File: config.mk
export PLATFORM = sky130hd
export DESIGN_NAME = alu_exec_seq
export DESIGN_NICKNAME = d
export VERILOG_FILES = /design/src/rtl/cpu_pkg.sv /design/src/rtl/alu_exec_seq_shifter16.sv /design/src/rtl/alu_exec_seq.sv
export SDC_FILE = /design/constraint.sdc
export NUM_CORES = 1
export LEC_CHECK = 0
export CAP_MARGIN = 15
export CELL_PAD_IN_SITES_DETAIL_PLACEMENT = 1
export CELL_PAD_IN_SITES_GLOBAL_PLACEMENT = 1
export CORE_MARGIN = 2
export CORE_UTILIZATION = 30
export DETAILED_ROUTE_END_ITERATION = 10
export GPL_TIMING_DRIVEN = 0
export PLACE_DENSITY = 0.6
export SLEW_MARGIN = 20
export SYNTH_ARGS = -nofsm -noshare
export SYNTH_HDL_FRONTEND = slang
export SYNTH_SLANG_ARGS = --single-unit
export TNS_END_PERCENT = 5
File: constraint.sdc
create_clock -name clk -period 6.8 [get_ports clk]
set_input_delay 1.36 -clock clk [delete_from_list [all_inputs] [get_ports clk]]
set_output_delay 1.36 -clock clk [all_outputs]
set_load 0.005 [all_outputs]
File: src/rtl/cpu_pkg.sv
// Shared types and constants for the execute datapath: opcodes, shift modes,
// sequencer states and status flag bit positions.
package cpu_pkg;

   localparam int unsigned WORD_W   = 16;
   localparam int unsigned REG_AW   = 3;
   localparam int unsigned STATUS_W = 3;

   // status = {V, N, Z}
   localparam int unsigned ST_Z = 0;
   localparam int unsigned ST_N = 1;
   localparam int unsigned ST_V = 2;

   typedef enum logic [1:0] {
      ADD = 2'b00,
      SUB = 2'b01,
      AND = 2'b10,
      NOT = 2'b11
   } alu_op_t;

   typedef enum logic [1:0] {
      NONE = 2'b00,
      LSL1 = 2'b01,
      LSR1 = 2'b10,
      ASR1 = 2'b11
   } shift_t;

   typedef enum logic [2:0] {
      IDLE = 3'd0,
      RD_A = 3'd1,
      RD_B = 3'd2,
      EXEC = 3'd3,
      WB   = 3'd4
   } exec_state_t;

endpackage : cpu_pkg

File: src/rtl/alu_exec_seq_shifter16.sv
// One-bit barrel shifter for the B operand path; purely combinational.
module shifter16
   import cpu_pkg::*;
#(
   parameter int unsigned W = WORD_W
) (
   input  logic [W-1:0] din_i,
   input  shift_t       shift_i,
   output logic [W-1:0] dout_o
);

   always_comb begin
      dout_o = din_i;
      case (shift_i)
         NONE:    dout_o = din_i;
         LSL1:    dout_o = {din_i[W-2:0], 1'b0};
         LSR1:    dout_o = {1'b0, din_i[W-1:1]};
         ASR1:    dout_o = {din_i[W-1], din_i[W-1:1]};
         default: dout_o = din_i;
      endcase
   end

endmodule : shifter16

File: src/rtl/alu_exec_seq.sv
// Multi-cycle execute sequencer: read A, read B, execute, write back to the regfile.
// Optional ALU_EXEC_SKIP_UNUSED_EN: NOT skips the A read (3-cycle latency).
module alu_exec_seq #(
   parameter int unsigned WORD_W = cpu_pkg::WORD_W
) (
   input  logic              clk,
   input  logic              reset,
   input  logic              start,
   input  logic [1:0]        opcode,
   input  logic [1:0]        shift,
   input  logic [2:0]        rn,
   input  logic [2:0]        rm,
   input  logic [2:0]        rd,
   input  logic              write_en,
   output logic [2:0]        readnum,
   input  logic [WORD_W-1:0] rf_data,
   output logic [2:0]        writenum,
   output logic              write,
   output logic [WORD_W-1:0] wb_data,
   output logic              busy,
   output logic              done,
   output logic [2:0]        status
);
   import cpu_pkg::*;

   exec_state_t         state_q;
   alu_op_t             op_q;
   shift_t              sh_q;
   logic [REG_AW-1:0]   rm_q;
   logic [REG_AW-1:0]   rd_q;
   logic                we_q;
   logic [WORD_W-1:0]   a_q;
   logic [WORD_W-1:0]   b_q;
   logic [STATUS_W-1:0] status_q;
   logic [REG_AW-1:0]   readnum_q;
   logic [REG_AW-1:0]   writenum_q;
   logic                write_q;
   logic [WORD_W-1:0]   wb_data_q;
   logic                busy_q;
   logic                done_q;

   logic [WORD_W-1:0]   sb_c;
   logic [WORD_W-1:0]   alu_c;
   logic                v_c;
   logic [STATUS_W-1:0] status_d;

   shifter16 #(.W(WORD_W)) u_shift (
      .din_i  (b_q),
      .shift_i(sh_q),
      .dout_o (sb_c)
   );

   // ALU and flags; carry out is discarded, V only for ADD/SUB
   always_comb begin
      alu_c = '0;
      v_c   = 1'b0;
      case (op_q)
         ADD: begin
            alu_c = a_q + sb_c;
            v_c   = (a_q[WORD_W-1] == sb_c[WORD_W-1]) && (alu_c[WORD_W-1] != a_q[WORD_W-1]);
         end
         SUB: begin
            alu_c = a_q - sb_c;
            v_c   = (a_q[WORD_W-1] != sb_c[WORD_W-1]) && (alu_c[WORD_W-1] != a_q[WORD_W-1]);
         end
         AND:     alu_c = a_q & sb_c;
         NOT:     alu_c = ~sb_c;
         default: alu_c = '0;
      endcase
      status_d       = '0;
      status_d[ST_V] = v_c;
      status_d[ST_N] = alu_c[WORD_W-1];
      status_d[ST_Z] = (alu_c == '0);
   end

   // Sequencer; every port-facing signal is registered one edge ahead of its state
   always_ff @(posedge clk) begin
      if (reset) begin
         state_q    <= IDLE;
         op_q       <= ADD;
         sh_q       <= NONE;
         rm_q       <= '0;
         rd_q       <= '0;
         we_q       <= 1'b0;
         a_q        <= '0;
         b_q        <= '0;
         status_q   <= '0;
         readnum_q  <= '0;
         writenum_q <= '0;
         write_q    <= 1'b0;
         wb_data_q  <= '0;
         busy_q     <= 1'b0;
         done_q     <= 1'b0;
      end else begin
         case (state_q)
            IDLE: begin
               if (start) begin
                  op_q   <= alu_op_t'(opcode);
                  sh_q   <= shift_t'(shift);
                  rm_q   <= rm;
                  rd_q   <= rd;
                  we_q   <= write_en;
                  busy_q <= 1'b1;
`ifdef ALU_EXEC_SKIP_UNUSED_EN
                  if (alu_op_t'(opcode) == NOT) begin
                     readnum_q <= rm;
                     state_q   <= RD_B;
                  end else begin
                     readnum_q <= rn;
                     state_q   <= RD_A;
                  end
`else
                  readnum_q <= rn;
                  state_q   <= RD_A;
`endif
               end
            end
            RD_A: begin
               a_q       <= rf_data;
               readnum_q <= rm_q;
               state_q   <= RD_B;
            end
            RD_B: begin
               b_q     <= rf_data;
               state_q <= EXEC;
            end
            EXEC: begin
               wb_data_q  <= alu_c;
               status_q   <= status_d;
               writenum_q <= rd_q;
               write_q    <= we_q;
               done_q     <= 1'b1;
               state_q    <= WB;
            end
            WB: begin
               write_q <= 1'b0;
               done_q  <= 1'b0;
               busy_q  <= 1'b0;
               state_q <= IDLE;
            end
            default: state_q <= IDLE;
         endcase
      end
   end

   assign readnum  = readnum_q;
   assign writenum = writenum_q;
   assign write    = write_q;
   assign wb_data  = wb_data_q;
   assign busy     = busy_q;
   assign done     = done_q;
   assign status   = status_q;

endmodule : alu_exec_seq

==> summary.md <==
| Metric | Value |
|---|---|
| Worst vdd ir | `121 uV` |
| Lkg Pwr | `0.00228 uW` |
| Yosys reg bits | `73` |
| Antenna-violating nets left | `0` |
| Die Wd | `132 um` |
| Synth area leaders | `dfxtp_1, nand2_1, a21oi_1` |
| Post-synthesis compound-gate area fraction | `22.1%` |
| CP max stage cell | `mux4_2` |
| Max-slew violation count | `0` |
| Crit Path Max Fanout | `10` |
| Initial detailed-routing violation count | `183` |
| Crit path kind | `reg2reg` |
| Via Count | `4983` |
| Minimum clock period | `4.73 ns` |
| FF-to-FF path depth | `17` |
| Worst r2r src | `sh_q[0]$_SDFFE_PP0P_` |
| CP endpoint | `status[0]$_SDFFE_PP0P_` |
| Worst Path Required | `7.08 ns` |
| Worst-Skew Late Latency | `0.34 ns` |
| Final HPWL DP | `14.3 mm` |
| Setup TNS | `0 ns` |
| Fraction of the mapped netlist area in simple logic gates | `23.8%` |
| Clk buf depth | `2` |
| Die height | `132 um` |
| Power Density | `226 nW/um^2` |
| Crit path capture type | `register` |
| Largest family of logic cells by synthesized area | `simple AND/OR/NAND/NOR gates` |
| Total CTS buffers | `9` |
| Achievable Freq | `0.212 GHz` |
| Number of instances in the placed design | `952` |
| Number of fill cells in the layout | `2017` |
| Worst Tran Pin Value | `0.804 ns` |
| First-pass GRT wire length | `28.8 mm` |
| Commonest cells post-synth | `nand2_1, a21oi_1, dfxtp_1` |
| Total GRT Usage | `20.9%` |
| Residual DRC | `0` |
| Io pins | `61` |
| Post-CTS Resized | `0` |
| Mean Syn Cell Area | `7.32 um^2` |
| Placeable Area | `16000 um^2` |
| Gpl congestion | `0.857` |
| WP depth | `17` |
| Most common cell in the netlist | `nand2_1` |
| Ys async rst share | `0%` |
| First-pass DRT Iterations | `5` |
| Hold Buf Count CTS | `0` |
| Status | `completed` |
| Startpoint types | `register` |
| Clock sinks | `73` |
| Hold slack | `0.455 ns` |
| Antenna diodes | `0` |
| Initial Util | `31.0%` |
| Yosys top cell by area | `dfxtp_1` |
| Mux contribution to synthesized area | `6.95%` |
| Share of cells above drive strength 1 | `5.19%` |
| Reg2reg end | `status[0]$_SDFFE_PP0P_` |
| Root Driver | `clkbuf_16` |
| PortBufs | `59` |
| Period utilisation layout | `69.5%` |
| Core Util, Final | `38.1%` |
| Type of the worst min-delay path | `reg2reg` |
| Syn Inst Count | `677` |
| Unrepaired setup endpoints after global routing | `no` |
| Crit path from | `sh_q[0]$_SDFFE_PP0P_` |
| Adder-cell share of the synthesized area | `8.89%` |
| Die area | `17600 um^2` |
| Post-synth EDFFs | `0` |
| Yosys top cell area share | `29.5%` |
| Crit path max-delay family | `buffers and inverters` |
| Synth Warn # | `0` |
| Crit-path max cell delay | `0.54 ns` |
| MaxCap Viol Count | `0` |
| Initial antenna violation count | `0` |
| Post-Route WL | `18.0 mm` |
| R2R setup slack | `2.07 ns` |
| Grt ovf | `0` |
| Avg WL per Cell | `18.6 um` |
| Crit path DAT | `5.01 ns` |
| H-Tree Depth | `3` |
| Area growth syn-to-layout | `23.1%` |
| Setup Buffers After CTS | `0` |
| CTS tree | `yes` |
| NumNets Final | `814` |
| Mapped Nets | `744` |
| Vias in the first global route | `5139` |
| Row count | `46` |
| Largest net degree at the start of global routing | `14` |
| Post-Syn Area | `4950 um^2` |
| Final setup violation count | `0` |
| Vias per cell | `5.15` |
| Layout Skew | `0.00825 ns` |
| CP Buf/Inv Count | `4` |
| Synth Flop Type | `dfxtp_1` |
| CTS clk-pin slew, worst paths | `0.06 ns` |
| Layout Cells excl Fill | `968` |
| Critical path, cell by cell | `clkbuf_1 -> buf_2 -> mux2i_1 -> nor2_1 -> a21oi_1 -> inv_1 -> ha_1 -> clkbuf_1 -> nor3_1 -> o21ai_1 -> nand4_1 -> a21oi_1 -> xnor2_1 -> mux4_2 -> nor4_2 -> nand4_1 -> o21ai_1` |
| Final Hold Violating Endpoints | `0` |
| Slew HR | `45.9%` |
| Post-Synth XOR/XNOR Area | `2.65%` |
| Cell variety after synth | `66` |
| Register area share after synthesis | `29.5%` |
==> layer usage <==
| layer | global-route usage [%] | vias to the layer above | wire length [um] |
|---|---|---|---|
| met5 | 0 | - | 0 |
| met4 | 5.91 | 0 | 365 |
| met3 | 2.80 | 16 | 692 |
| met2 | 34.0 | 68 | 8350 |
| met1 | 28.9 | 2420 | 8580 |
| li1 | - | 2479 | - |
==> final cells by class <==
| class | instances | area, um^2 | area share, % |
|---|---|---|---|
| Clock inverter | 5 | 38.8 | 0.636 |
| Timing Repair Buffer | 59 | 591 | 9.69 |
| Sequential cell | 73 | 1460 | 24.0 |
| Buffer | 46 | 189 | 3.10 |
| Tap cell | 216 | 270 | 4.43 |
| Clock buffer | 11 | 243 | 3.98 |
| Inverter | 30 | 113 | 1.85 |
| Multi-Input combinational cell | 528 | 3190 | 52.3 |
==> per-stage QoR <==
step           worst slack, ns  area (um^2)  total power [uW]
3_3_place_gp              2.19         5810               921
6_report                  2.07         6100              1380
5_1_grt                   1.73         6100              1460
3_5_place_dp              2.11         5810               932
4_1_cts                   2.08         6100              1390
2_1_floorplan             3.18         4950               779
==> power by group <==
part | leakage [uW] | switching [uW] | internal (uW)
clock network | 0.000137 | 198 | 260
logic | 0.00155 | 267 | 179
registers | 0.000594 | 23.0 | 453
total | 0.00228 | 488 | 892
==> cell usage in the layout (no fill, tap or decap), types with 3 or more instances in the layout <==
cell type	synthesis	routed
nand2_1	140	140
a21oi_1	85	85
dfxtp_1	73	73
nor2_1	63	63
clkdlybuf4s50_1	0	59
clkbuf_1	41	42
ha_1	32	32
inv_1	29	29
o21ai_0	26	26
mux2i_1	22	22
nor3_1	15	15
a31oi_1	10	10
a211oi_1	9	9
clkbuf_16	0	9
xnor2_1	8	8
mux2_2	7	7
nand2b_1	7	7
nor2b_1	7	7
xor2_1	7	7
a21o_1	6	6
or3_1	5	5
nand3_1	5	5
a311oi_1	5	5
nand4_1	5	5
and2_1	4	4
o22ai_1	4	4
o31ai_1	4	4
or2_2	3	3
o2111ai_1	3	3
==> registers in the layout, summed over array words and instances (netlist names), 2 cells and up <==
register and count:
a_q 16, b_q 16, op_q 2, rd_q 3, readnum 3, rm_q 3
sh_q 2, state_q 3, status 3, wb_data 15, writenum 3
==> cells by family after synthesis <==
| logic type | count (synthesis) |
|---|---|
| AND/OR/NAND/NOR | 268 |
| AO/OA/AOI/OAI | 180 |
| buffers and inverters | 76 |
| flip-flops | 73 |
| adder cells (fa/ha/maj) | 34 |
| multiplexers | 31 |
| XOR/XNOR | 15 |
==> worst reg2reg max path: stages (launching register included) <==
cell      delay, ns
dfxtp_1        0.30
clkbuf_1       0.45
buf_2          0.41
mux2i_1        0.23
nor2_1         0.05
a21oi_1        0.34
inv_1          0.08
ha_1           0.28
clkbuf_1       0.40
nor3_1         0.10
o21ai_1        0.26
nand4_1        0.22
a21oi_1        0.31
xnor2_1        0.14
mux4_2         0.54
nor4_2         0.29
nand4_1        0.13
o21ai_1        0.12
==> how the worst min path moves through the flow <==
stage	endpoint	depth (start not counted)	startpoint
detailed placement	writenum[0]$_SDFFE_PP0P_	2	writenum[0]$_SDFFE_PP0P_
global placement	writenum[2]$_SDFFE_PP0P_	2	rd_q[2]$_SDFFE_PP0P_
global route	writenum[1]$_SDFFE_PP0P_	2	rd_q[1]$_SDFFE_PP0P_
finish	writenum[0]$_SDFFE_PP0P_	2	writenum[0]$_SDFFE_PP0P_
floorplan	writenum[0]$_SDFFE_PP0P_	2	rd_q[0]$_SDFFE_PP0P_
CTS	writenum[0]$_SDFFE_PP0P_	2	writenum[0]$_SDFFE_PP0P_
Power figures use the tool's default switching activity.
